===== config.mk =====
export PLATFORM = sky130hd
export DESIGN_NAME = rf_writeback_queue
export DESIGN_NICKNAME = d
export VERILOG_FILES = /design/src/rtl/rf_writeback_queue.sv
export SDC_FILE = /design/constraint.sdc
export NUM_CORES = 1
export LEC_CHECK = 0
export CAP_MARGIN = 20
export CORE_UTILIZATION = 61
export CTS_BUF_LIST = sky130_fd_sc_hd__clkbuf_4
export DETAILED_ROUTE_END_ITERATION = 10
export HOLD_SLACK_MARGIN = 0.15
export PLACE_DENSITY = 0.95
export SYNTH_ARGS = -nofsm -noshare
export SYNTH_HDL_FRONTEND = slang
export SYNTH_SLANG_ARGS = --single-unit
export TNS_END_PERCENT = 20

===== constraint.sdc =====
create_clock -name clk -period 9.5 [get_ports clk]
set_input_delay 2.85 -clock clk [delete_from_list [all_inputs] [get_ports clk]]
set_output_delay 2.85 -clock clk [all_outputs]
set_load 0.01 [all_outputs]

===== src/rtl/rf_writeback_queue.sv =====
// In-order writeback queue merging ALU and load results into one register-file write per cycle.
// Latency: accept -> rf_regwrite two edges later when empty; readies come from registered occupancy only.
module rf_writeback_queue #(
  parameter int         DEPTH       = 4,
  parameter logic [5:0] LOAD_OPCODE = 6'h23
) (
  input  logic        clk,
  input  logic        rst_n,
  input  logic        alu_valid,
  output logic        alu_ready,
  input  logic [5:0]  alu_opcode,
  input  logic [4:0]  alu_dest,
  input  logic [31:0] alu_data,
  input  logic        mem_valid,
  output logic        mem_ready,
  input  logic [4:0]  mem_dest,
  input  logic [31:0] mem_data,
  output logic [5:0]  rf_opcode,
  output logic        rf_regwrite,
  output logic [4:0]  rf_write_reg,
  output logic [31:0] rf_write_data,
  input  logic [4:0]  qry_reg1,
  input  logic [4:0]  qry_reg2,
  output logic        busy1,
  output logic        busy2,
  output logic [31:0] wb_count
);
  localparam int PW = (DEPTH > 1) ? $clog2(DEPTH) : 1;
  localparam int CW = PW + 1;
  localparam logic [CW-1:0] MEM_LIM = CW'(DEPTH - 1);
  localparam logic [CW-1:0] ALU_LIM = CW'(DEPTH - 2);

  typedef struct packed {
    logic [5:0]  opcode;
    logic [4:0]  dest;
    logic [31:0] data;
  } wb_entry_t;

  wb_entry_t        fifo_q [DEPTH];
  logic [PW-1:0]    wr_ptr;
  logic [PW-1:0]    rd_ptr;
  logic [PW-1:0]    alu_slot;
  logic [CW-1:0]    count;
  logic             mem_push;
  logic             alu_push;
  logic             pop;
  logic [DEPTH-1:0] occupied;

  // ALU keeps one slot in reserve so a simultaneous load always fits.
  assign mem_ready = (count <= MEM_LIM);
  assign alu_ready = (count <= ALU_LIM);

  // Writes to r0 complete the handshake but are dropped.
  assign mem_push = mem_valid && mem_ready && (mem_dest != 5'd0);
  assign alu_push = alu_valid && alu_ready && (alu_dest != 5'd0);
  assign pop      = (count != '0);
  assign alu_slot = wr_ptr + PW'(mem_push);

  always_ff @(posedge clk) begin
    if (mem_push) fifo_q[wr_ptr]   <= {LOAD_OPCODE, mem_dest, mem_data};
    if (alu_push) fifo_q[alu_slot] <= {alu_opcode, alu_dest, alu_data};
  end

  always_ff @(posedge clk) begin
    if (!rst_n) begin
      wr_ptr        <= '0;
      rd_ptr        <= '0;
      count         <= '0;
      rf_regwrite   <= 1'b0;
      rf_opcode     <= '0;
      rf_write_reg  <= '0;
      rf_write_data <= '0;
      wb_count      <= '0;
    end else begin
      wr_ptr <= wr_ptr + PW'(mem_push) + PW'(alu_push);
      count  <= count + CW'(mem_push) + CW'(alu_push) - CW'(pop);
      if (pop) begin
        rd_ptr        <= rd_ptr + PW'(1);
        rf_regwrite   <= 1'b1;
        rf_opcode     <= fifo_q[rd_ptr].opcode;
        rf_write_reg  <= fifo_q[rd_ptr].dest;
        rf_write_data <= fifo_q[rd_ptr].data;
        wb_count      <= wb_count + 32'd1;
      end else begin
        rf_regwrite   <= 1'b0;
        rf_opcode     <= '0;
        rf_write_reg  <= '0;
        rf_write_data <= '0;
      end
    end
  end

  // Slot i is live when its distance from the head is below the occupancy.
  always_comb begin
    occupied = '0;
    for (int i = 0; i < DEPTH; i++) begin
      occupied[i] = ({1'b0, PW'(i) - rd_ptr} < count);
    end
  end

  always_comb begin
    busy1 = 1'b0;
    busy2 = 1'b0;
    for (int i = 0; i < DEPTH; i++) begin
      if (occupied[i] && (fifo_q[i].dest == qry_reg1)) busy1 = 1'b1;
      if (occupied[i] && (fifo_q[i].dest == qry_reg2)) busy2 = 1'b1;
    end
    if (rf_regwrite && (rf_write_reg == qry_reg1)) busy1 = 1'b1;
    if (rf_regwrite && (rf_write_reg == qry_reg2)) busy2 = 1'b1;
    if (qry_reg1 == 5'd0) busy1 = 1'b0;
    if (qry_reg2 == 5'd0) busy2 = 1'b0;
  end

endmodule


==> results.py, run 1 <==
metrics = {
    "yosys": {
        "netlist_instances": 848,
        "ys_seq_elements": 255,
        "postSynthNetCount": 954,
        "ys.flop_type": "sky130_fd_sc_hd__edfxtp_1",
        "synth-edff-count": 172,
        "async_set_or_reset_flop_fraction_in_the_synthesized_netlist": 0,
        "synth.avg_cell_area_um2": 14.7,
        "ys_types": 54,
        "synth.cell_area_mm2": 0.0125,
        "yosysWarnings": 0,
        "sequential_cell_area_fraction_in_the_yosys_report": 0.547,
    },
    "timing": {
        "final_max_slew_viol_count": 0,
        "setup_repair_after_global_routing_missed_its_margin": "no",
        "timing_worst_slew_pin_value_ns": 1.01,
        "fin_tns_setup_ns": 0,
        "setup-violations-final": 0,
        "clock-skew-final_ns": 0.0266,
        "hold_viol": 0,
        "maxClockFrequency_mhz": 127,
        "final.period_utilization": 0.826,
        "max-slew-margin-rel": 0.326,
        "timing.final.crit_period_ns": 7.84,
    },
    "power_and_ir_drop": {
        "power_frac_seq": 0.420,
        "power.share.clock": 0.243,
        "switching_share": 0.311,
        "pwr-share-comb": 0.337,
        "power_per_cell_area_mw_per_mm2": 275,
        "power_leakage_nw": 5.60,
        "ir_worst_vdd_mv": 0.170,
        "net-switching-power_mw": 1.30,
        "design_internal_power_mw": 2.88,
    },
    "global_route": {
        "grt_first_pass_wirelength_mm": 44.2,
        "grt.met2_usage": 0.478,
        "pin_count_of_the_biggest_net_entering_global_routing": 87,
        "grt_util_all_layers": 0.273,
        "grtUsageMet3": 0.0720,
        "grtUsageMet1": 0.316,
        "antenna_found_initial": 2,
        "grt_overflow": 0,
        "gr-max-usage-layer": "met2",
        "first_global_vias": 8392,
    },
    "layout": {
        "drive_above_1_share": 0.305,
        "final_area_mm2": 0.0152,
        "regMostFlops": "fifo_q",
        "net_count_final": 1152,
        "max_ffs_per_register": 172,
        "area.growth.synth_to_final_pct": 22.0,
        "post_layout_nonfiller_instances": 1366,
        "reg_top3": "fifo_q (172), rf_write_data (32), wb_count (32)",
    },
    "clocking": {
        "clock_network_latency_to_the_later_pin_of_the_worst_skew_pair_ns": 0.64,
        "cts.sinks": 255,
        "clk_pin_slew_worst_paths_ns": 0.06,
        "max_clock_buf_depth": 3,
        "cts_repair_resize_count": 0,
        "cts-root-buf": "sky130_fd_sc_hd__clkbuf_4",
        "cts_hold_repair.buffers": 0,
        "cts_buffers": 67,
        "cts-htree-levels": 3,
        "post_cts_buffers": 0,
        "tritoncts": "done",
    },
    "placed_design": {
        "postPlaceCellArea_mm2": 0.0143,
        "gp_congestion": 0.840,
        "port_buffers": 173,
        "post-place-cells": 1242,
        "dp_hpwl_mm": 16.9,
    },
    "min_path": {
        "worst_hold_path_type": "reg2reg",
    },
    "die": {
        "start_util": 0.631,
        "floorplan.io_pins": 174,
        "die-area_mm2": 0.0210,
        "die_extent_in_y_um": 145,
        "floorplan.core_area_mm2": 0.0198,
        "number_of_rows_in_the_core_area": 51,
        "die_width_um": 145,
    },
    "route": {
        "postRouteAntennaNets": 0,
        "routed_wirelength_mm": 28.0,
        "initialDrtViolationCount": 489,
        "route.detailed.vias_per_inst": 5.82,
        "wire_length_per_cell_after_detailed_routing_um": 20.5,
        "vias": 7954,
        "route.detailed.drc": 0,
        "detail_route.first_pass.iterations": 5,
    },
    "flow_run": {
        "cap_viol_max_count": 0,
    },
    "worst_setup_path": {
        "cp_data_required_time_ns": 6.65,
        "end_kind": "output pin",
        "critical_path.max_fanout": 6,
        "critical_path_arrival_ns": 4.99,
        "crit_path_start_kind": "input pin",
        "critical_path_class": "in2out",
    },
    "run_status": {
        "outcome": "completed",
    },
}
## area by class of cell
class / count / area (um^2)
diodes: 2 / 5.00
clock buffers: 109 / 818
clock inverters: 13 / 101
fillers: 1182 / 4560
inverters: 14 / 52.6
multi-input cells: 524 / 5270
flip-flops and latches: 255 / 6830
well taps: 265 / 332
repair buffers: 184 / 1810
## per-stage QoR
stage          setup WS [ns]  total power, mW  hold WS [ns]   util
6_report                1.66             4.18         0.508  0.769
3_3_place_gp            1.70             3.13         0.453  0.723
2_1_floorplan           2.67             2.69         0.490      -
5_1_grt                 1.58             4.39         0.528  0.769
3_5_place_dp            1.67             3.19         0.499  0.723
4_1_cts                 1.66             4.22         0.509  0.769
## path summary, 6_finish.rpt
path,startpoint,end,slack (ns),cells past startpoint
max reg2reg,count[2]$_SDFF_PN0_,fifo_q[3][20]$_DFFE_PP_,5.76,10
max,qry_reg2[4],busy2,1.66,7
min,wb_count[31]$_SDFFE_PN0N_,wb_count[31]$_SDFFE_PN0N_,0.51,2
min reg2reg,wb_count[31]$_SDFFE_PN0N_,wb_count[31]$_SDFFE_PN0N_,0.51,2
## power groups by stage
stage / clock, mW / sequential [mW] / combinational, mW
3_3_place_gp: 0 / 1.76 / 1.37
6_report: 1.01 / 1.75 / 1.41
4_1_cts: 1.04 / 1.76 / 1.42
5_1_grt: 1.10 / 1.79 / 1.50
2_1_floorplan: 0 / 1.71 / 0.975
3_5_place_dp: 0 / 1.78 / 1.41
## metal layers
metal  part of all wire  wire length [um]
met5                  0                 0
met4              0.022               620
met2               0.52             14500
met1               0.38             10600
met3              0.081              2280
## synthesized netlist by cell type (15+ instances only)
cell / instances / area, um^2
sky130_fd_sc_hd__edfxtp_1: 172 / 5160
sky130_fd_sc_hd__dfxtp_1: 83 / 1660
sky130_fd_sc_hd__mux2_2: 82 / 923
sky130_fd_sc_hd__mux2_4: 66 / 991
sky130_fd_sc_hd__xor2_1: 50 / 438
sky130_fd_sc_hd__and3_1: 46 / 288
sky130_fd_sc_hd__mux4_2: 43 / 968
sky130_fd_sc_hd__and2_1: 37 / 231
sky130_fd_sc_hd__clkbuf_1: 30 / 113
sky130_fd_sc_hd__xnor2_1: 27 / 236
sky130_fd_sc_hd__nand2_1: 25 / 93.8
sky130_fd_sc_hd__nand2b_1: 15 / 93.8
sky130_fd_sc_hd__nor3_1: 15 / 75.1
## cells by family after synthesis
group           count (synthesis)  synth area share
mux                           194             0.234
simple gates                  204            0.0989
flops                         255             0.547
buf+inv                        69            0.0316
compound gates                 37            0.0214
xor+xnor                       77            0.0541
fa+ha+maj                      12            0.0132
## cells in the final DEF, fill, tap and decap left out, types with 6 or more instances in the layout
cell	count
sky130_fd_sc_hd__edfxtp_1	172
sky130_fd_sc_hd__clkdlybuf4s50_1	172
sky130_fd_sc_hd__clkbuf_4	109
sky130_fd_sc_hd__mux2_2	82
sky130_fd_sc_hd__dfxtp_1	81
sky130_fd_sc_hd__mux2_4	66
sky130_fd_sc_hd__xor2_1	50
sky130_fd_sc_hd__and3_1	44
sky130_fd_sc_hd__mux4_2	43
sky130_fd_sc_hd__and2_1	37
sky130_fd_sc_hd__xnor2_1	27
sky130_fd_sc_hd__nand2_1	25
sky130_fd_sc_hd__nand2b_1	15
sky130_fd_sc_hd__nor3_1	15
sky130_fd_sc_hd__nand3_1	14
sky130_fd_sc_hd__inv_1	13
sky130_fd_sc_hd__buf_4	11
sky130_fd_sc_hd__nor2_1	10
sky130_fd_sc_hd__ha_1	10
sky130_fd_sc_hd__clkinv_1	8
sky130_fd_sc_hd__o211ai_1	6
sky130_fd_sc_hd__nor4_1	6
## critical path, cell delays in order
cell and delay (ns):
sky130_fd_sc_hd__clkdlybuf4s50_1 0.68, sky130_fd_sc_hd__xnor2_1 0.18, sky130_fd_sc_hd__nand3_1 0.09, sky130_fd_sc_hd__or4_1 0.41, sky130_fd_sc_hd__o211ai_1 0.10, sky130_fd_sc_hd__o22a_1 0.16
sky130_fd_sc_hd__clkdlybuf4s50_1 0.53
No activity file was read; power rests on OpenSTA's default activity.
==> inputs of run 2 (changes only) <==
--- a/config.mk
+++ b/config.mk
@@ -6,11 +6,11 @@
 export NUM_CORES = 1
 export LEC_CHECK = 0
 export CAP_MARGIN = 20
-export CORE_UTILIZATION = 61
+export CORE_UTILIZATION = 57
 export CTS_BUF_LIST = sky130_fd_sc_hd__clkbuf_4
 export DETAILED_ROUTE_END_ITERATION = 10
 export HOLD_SLACK_MARGIN = 0.15
-export PLACE_DENSITY = 0.95
+export PLACE_DENSITY = 0.94
 export SYNTH_ARGS = -nofsm -noshare
 export SYNTH_HDL_FRONTEND = slang
 export SYNTH_SLANG_ARGS = --single-unit
==> constraint.sdc (replaced) <==
create_clock -name clk -period 7.35 [get_ports clk]
set_input_delay 2.205 -clock clk [delete_from_list [all_inputs] [get_ports clk]]
set_output_delay 2.205 -clock clk [all_outputs]
set_load 0.01 [all_outputs]
==> run 2 against run 1 <==
Net effect:
- global-route usage shrank 1.2 points
- flip-flop and latch count is the same
- first-iteration DRC count fell by 26%
==> results.py, run 2 (synthesized netlist as in run 1, its figures left out) <==
metrics = {
    "power_and_ir_drop": {
        "ir_worst_vdd_mv": 0.230,
        "power_leakage_nw": 5.61,
        "power_per_cell_area_mw_per_mm2": 358,
    },
    "die": {
        "die-area_mm2": 0.0225,
        "die_extent_in_y_um": 150,
        "floorplan.io_pins": 174,
        "number_of_rows_in_the_core_area": 53,
        "floorplan.core_area_mm2": 0.0212,
        "die_width_um": 150,
        "start_util": 0.588,
    },
    "timing": {
        "timing_worst_slew_pin_value_ns": 0.978,
        "hold_viol": 0,
        "clock-skew-final_ns": 0.0329,
        "setup-violations-final": 0,
        "fin_tns_setup_ns": 0,
        "final_max_slew_viol_count": 0,
        "setup_repair_after_global_routing_missed_its_margin": "no",
        "timing.final.crit_period_ns": 6.53,
        "final.period_utilization": 0.889,
        "maxClockFrequency_mhz": 153,
        "max-slew-margin-rel": 0.348,
    },
    "placed_design": {
        "gp_congestion": 0.869,
        "dp_hpwl_mm": 17.6,
        "port_buffers": 173,
    },
    "route": {
        "detail_route.first_pass.iterations": 5,
        "vias": 7873,
        "route.detailed.vias_per_inst": 5.71,
        "routed_wirelength_mm": 28.4,
        "route.detailed.drc": 0,
        "wire_length_per_cell_after_detailed_routing_um": 20.6,
        "postRouteAntennaNets": 0,
        "initialDrtViolationCount": 364,
    },
    "layout": {
        "net_count_final": 1155,
        "area.growth.synth_to_final_pct": 22.5,
        "reg_top3": "fifo_q (172), rf_write_data (32), wb_count (32)",
        "regMostFlops": "fifo_q",
        "most_frequent_cells_in_the_layout": "sky130_fd_sc_hd__edfxtp_1 (172), sky130_fd_sc_hd__clkdlybuf4s50_1 (172), sky130_fd_sc_hd__clkbuf_4 (110)",
        "drive_above_1_share": 0.307,
        "max_ffs_per_register": 172,
        "layout.core_utilization": 0.720,
    },
    "clocking": {
        "post_cts_buffers": 0,
        "tritoncts": "done",
        "clock_network_latency_to_the_later_pin_of_the_worst_skew_pair_ns": 0.64,
        "clk_pin_slew_worst_paths_ns": 0.06,
        "cts-htree-levels": 3,
        "cts_buffers": 69,
        "cts-root-buf": "sky130_fd_sc_hd__clkbuf_4",
        "cts_hold_repair.buffers": 0,
        "cts_repair_resize_count": 0,
        "cts.sinks": 255,
        "max_clock_buf_depth": 3,
    },
    "worst_setup_path": {
        "critical_path.max_fanout": 6,
        "critical_path_arrival_ns": 4.33,
        "cp_data_required_time_ns": 5.14,
        "slack_of_the_worst_reg_to_reg_path_ns": 3.68,
        "end_kind": "output pin",
        "critical_path_class": "in2out",
        "crit_path_start_kind": "input pin",
    },
    "global_route": {
        "grt_util_all_layers": 0.261,
        "grt_overflow": 0,
        "grt_first_pass_wirelength_mm": 43.8,
        "antenna_found_initial": 4,
        "pin_count_of_the_biggest_net_entering_global_routing": 87,
        "first_global_vias": 8298,
    },
    "run_status": {
        "outcome": "completed",
    },
    "min_path": {
        "worst_hold_path_type": "reg2reg",
    },
    "flow_run": {
        "cap_viol_max_count": 0,
    },
}
run 2: critical path, stage by stage:
cell	delay, ns
sky130_fd_sc_hd__clkdlybuf4s50_1	0.66
sky130_fd_sc_hd__xnor2_1	0.16
sky130_fd_sc_hd__nand3_1	0.08
sky130_fd_sc_hd__or4_1	0.40
sky130_fd_sc_hd__o211ai_1	0.12
sky130_fd_sc_hd__o22a_1	0.17
sky130_fd_sc_hd__clkdlybuf4s50_1	0.53
run 2: worst paths after layout:
check | end | from | cells past startpoint
worst min register to register | wb_count[31]$_SDFFE_PN0N_ | wb_count[31]$_SDFFE_PN0N_ | 2
worst min-delay path | wb_count[31]$_SDFFE_PN0N_ | wb_count[31]$_SDFFE_PN0N_ | 2
worst max register to register | fifo_q[1][17]$_DFFE_PP_ | count[2]$_SDFF_PN0_ | 10
worst max-delay path | busy2 | qry_reg2[1] | 7
run 2: cell type report:
type                    count  area [um^2]
clock buffers             110          826
flip-flops and latches    255         6830
repair buffers            185         1820
well taps                 275          344
fillers                  1388         5940
inverters                  14         52.6
diodes                      1         2.50
multi-input cells         524         5270
clock inverters            14          139
run 2: per-stage QoR:
stage	hold WS (ns)	setup WS [ns]	area [um^2]	power, mW	instances
after global routing	0.497	0.663	15300	5.74	1378
after detailed placement	0.481	0.816	14300	4.14	1253
after CTS	0.491	0.810	15300	5.52	1377
final	0.485	0.815	15300	5.46	1378
after floorplan	0.490	1.81	12500	3.47	848
after global placement	0.461	0.797	14300	4.07	1253
run 2: layer usage:
layer  vias up  global-route usage  wire length, um  share of wire
li1       3638                   -                -              -
met1      3836               0.300            11000           0.39
met2       318               0.450            14700           0.52
met3        77              0.0738             1890          0.066
met4         4               0.116              762          0.027
met5         -                   0               29         0.0010
run 2: power by group:
part           leakage (nW)  total (mW)  switching, mW  internal (mW)
Sequential             2.25        2.28          0.257           2.02
Clock                 0.566        1.36          0.581          0.783
Combinational          2.80        1.82          0.859          0.963
==> inputs of run 3 (changes only) <==
--- a/config.mk
+++ b/config.mk
@@ -6,11 +6,12 @@
 export NUM_CORES = 1
 export LEC_CHECK = 0
 export CAP_MARGIN = 20
-export CORE_UTILIZATION = 57
+export CORE_UTILIZATION = 66
 export CTS_BUF_LIST = sky130_fd_sc_hd__clkbuf_4
 export DETAILED_ROUTE_END_ITERATION = 10
+export DONT_BUFFER_PORTS = 1
 export HOLD_SLACK_MARGIN = 0.15
-export PLACE_DENSITY = 0.94
+export PLACE_DENSITY = 0.93
 export SYNTH_ARGS = -nofsm -noshare
 export SYNTH_HDL_FRONTEND = slang
 export SYNTH_SLANG_ARGS = --single-unit
==> run 3 against run 2 <==
Net effect:
- cell count shrank 17%
- hold slack gained 0.035 ns
- clock power shrank 6%
- critical path depth shrank 3
- routed wire length shrank 7.8%
- register-to-register slack lost 0.18 ns
- clock skew grew 0.011 ns
- sequential share of layout area grew 6.3 points
- via count shrank 10%
- core utilization grew 1.3 points
- design area shrank 12%
- flip-flop and latch count is the same
- critical path type unchanged
- largest cell class unchanged
==> results.py, run 3 (synthesized netlist as in run 1, its figures left out) <==
metrics = {
    "min_path": {
        "min_path_cells": 2,
        "worst_hold_path_type": "reg2reg",
        "origin_of_the_worst_min_delay_path": "wb_count[31]$_SDFFE_PN0N_",
        "worstHoldEndpoint": "wb_count[31]$_SDFFE_PN0N_",
    },
    "power_and_ir_drop": {
        "power_leakage_nw": 4.92,
        "ir_worst_vdd_mv": 0.203,
        "power_per_cell_area_mw_per_mm2": 378,
    },
    "worst_setup_path": {
        "crit_path_start_kind": "input pin",
        "critical_path_class": "in2out",
        "number_of_cells_traversed_by_the_worst_register_to_register_path": 10,
        "end_kind": "output pin",
        "slack_of_the_worst_reg_to_reg_path_ns": 3.50,
        "reg2reg_to": "fifo_q[1][2]$_DFFE_PP_",
        "critical_path_arrival_ns": 3.17,
        "timing.rr.start": "count[2]$_SDFF_PN0_",
        "cp_data_required_time_ns": 5.14,
        "critical_path.max_fanout": 6,
    },
    "route": {
        "initialDrtViolationCount": 383,
        "detail_route.first_pass.iterations": 4,
        "postRouteAntennaNets": 0,
        "route.detailed.drc": 0,
        "detailroute.wirelength.met2_mm": 13.4,
        "drt-met1-wl_mm": 10.1,
        "routed_wirelength_mm": 26.2,
        "route.detailed.vias_per_inst": 6.15,
        "routed-wl-met3_mm": 2.08,
        "vias": 7065,
        "wire_length_per_cell_after_detailed_routing_um": 22.8,
        "topRoutingLayerUsed": "met4",
    },
    "placed_design": {
        "port_buffers": 0,
        "post-place-cells": 1032,
        "dp_hpwl_mm": 15.7,
        "gp_congestion": 0.837,
        "placement.setup.worst_slack_ns": 1.99,
    },
    "timing": {
        "max-slew-margin-rel": 0.344,
        "timing.final.ws_setup_ns": 1.98,
        "setup_repair_after_global_routing_missed_its_margin": "no",
        "clock-skew-final_ns": 0.0438,
        "finalHoldWorstSlack_ns": 0.520,
        "final_max_slew_viol_count": 0,
        "timing_worst_slew_pin_value_ns": 0.984,
        "hold_viol": 0,
        "maxClockFrequency_mhz": 186,
        "timing.final.crit_period_ns": 5.37,
        "setup-violations-final": 0,
        "fin_tns_setup_ns": 0,
        "final.period_utilization": 0.731,
    },
    "layout": {
        "reg_top3": "fifo_q (172), rf_write_data (32), wb_count (32)",
        "area.growth.synth_to_final_pct": 7.44,
        "multiInputGateArea_mm2": 0.00527,
        "most_frequent_cells_in_the_layout": "sky130_fd_sc_hd__edfxtp_1 (172), sky130_fd_sc_hd__clkbuf_4 (99), sky130_fd_sc_hd__mux2_2 (82)",
        "register_area_mm2": 0.00683,
        "layout.core_utilization": 0.734,
        "mostFrequentLayoutCell": "sky130_fd_sc_hd__edfxtp_1",
        "regMostFlops": "fifo_q",
        "max_ffs_per_register": 172,
        "post_layout_nonfiller_instances": 1149,
        "net_count_final": 978,
        "drive_above_1_share": 0.351,
        "filler_cell_count": 1152,
    },
    "global_route": {
        "grt_util_all_layers": 0.280,
        "grt_overflow": 0,
        "antenna_found_initial": 1,
        "pin_count_of_the_biggest_net_entering_global_routing": 87,
        "first_global_vias": 7726,
        "grt_first_pass_wirelength_mm": 41.2,
    },
    "clocking": {
        "post_cts_buffers": 0,
        "cts-root-buf": "sky130_fd_sc_hd__clkbuf_4",
        "cts-htree-levels": 3,
        "cts_hold_repair.buffers": 0,
        "cts_repair_resize_count": 0,
        "tritoncts": "done",
        "clock_network_latency_to_the_later_pin_of_the_worst_skew_pair_ns": 0.68,
        "cts.sinks": 255,
        "max_clock_buf_depth": 3,
        "clk_pin_slew_worst_paths_ns": 0.05,
        "cts_buffers": 67,
    },
    "die": {
        "floorplan.core_area_mm2": 0.0183,
        "die-area_mm2": 0.0195,
        "start_util": 0.683,
        "die_extent_in_y_um": 139,
        "floorplan.io_pins": 174,
        "die_width_um": 139,
        "number_of_rows_in_the_core_area": 49,
    },
    "flow_run": {
        "cap_viol_max_count": 0,
    },
    "run_status": {
        "outcome": "completed",
    },
}
[run 3: cell count changes in the layout (fill, tap and decap cells not counted)]
cell and delta:
sky130_fd_sc_hd__inv_2 +1, sky130_fd_sc_hd__inv_1 +1, sky130_fd_sc_hd__buf_2 -1, sky130_fd_sc_hd__clkinvlp_4 -2, sky130_fd_sc_hd__clkinv_1 +3, sky130_fd_sc_hd__clkbuf_4 -11
sky130_fd_sc_hd__clkdlybuf4s50_1 -172, sky130_fd_sc_hd__buf_4 -2
[run 3: routing by layer]
metal  GRT usage  vias up
met4       0.118        0
met3      0.0957       54
met1       0.324     3474
li1            -     3272
met5           0        -
met2       0.477      265
[run 3: power by group]
part / total, mW / switching, mW / internal (mW)
Clock: 1.28 / 0.560 / 0.720
Combinational: 1.45 / 0.720 / 0.731
Sequential: 2.33 / 0.309 / 2.02
Total: 5.06 / 1.59 / 3.47
[run 3: layout make-up]
cell class,count,area share
antenna,1,0.000187
clock buffer,99,0.0555
clock inverter,17,0.0106
inverter,14,0.00392
multi-input combinational,524,0.393
sequential,255,0.510
tap,229,0.0214
timing repair buffer,10,0.00560
[run 3: worst max path at each step]
stage | cells after the start | endpoint | startpoint | slack, ns
after floorplan | 6 | busy1 | qry_reg1[1] | 1.81
after global placement | 4 | busy1 | qry_reg1[3] | 1.98
after detailed placement | 4 | busy1 | qry_reg1[3] | 1.99
after CTS | 7 | busy1 | rd_ptr[0]$_SDFFE_PN0N_ | 1.97
after global routing | 6 | busy2 | rd_ptr[0]$_SDFFE_PN0N_ | 1.79
final | 4 | busy1 | qry_reg1[3] | 1.98
[run 3: worst max-delay path, stage by stage]
cell and delay [ns]:
sky130_fd_sc_hd__xor2_1 0.13, sky130_fd_sc_hd__or4_1 0.50, sky130_fd_sc_hd__o211ai_1 0.12, sky130_fd_sc_hd__o22a_1 0.21
[run 3: metrics by stage]
stage / total power, mW / instance area [um^2]
global route: 5.32 / 13400
detailed placement: 3.82 / 12500
global placement: 3.76 / 12500
CTS: 5.11 / 13400
finish: 5.06 / 13400
floorplan: 3.47 / 12500
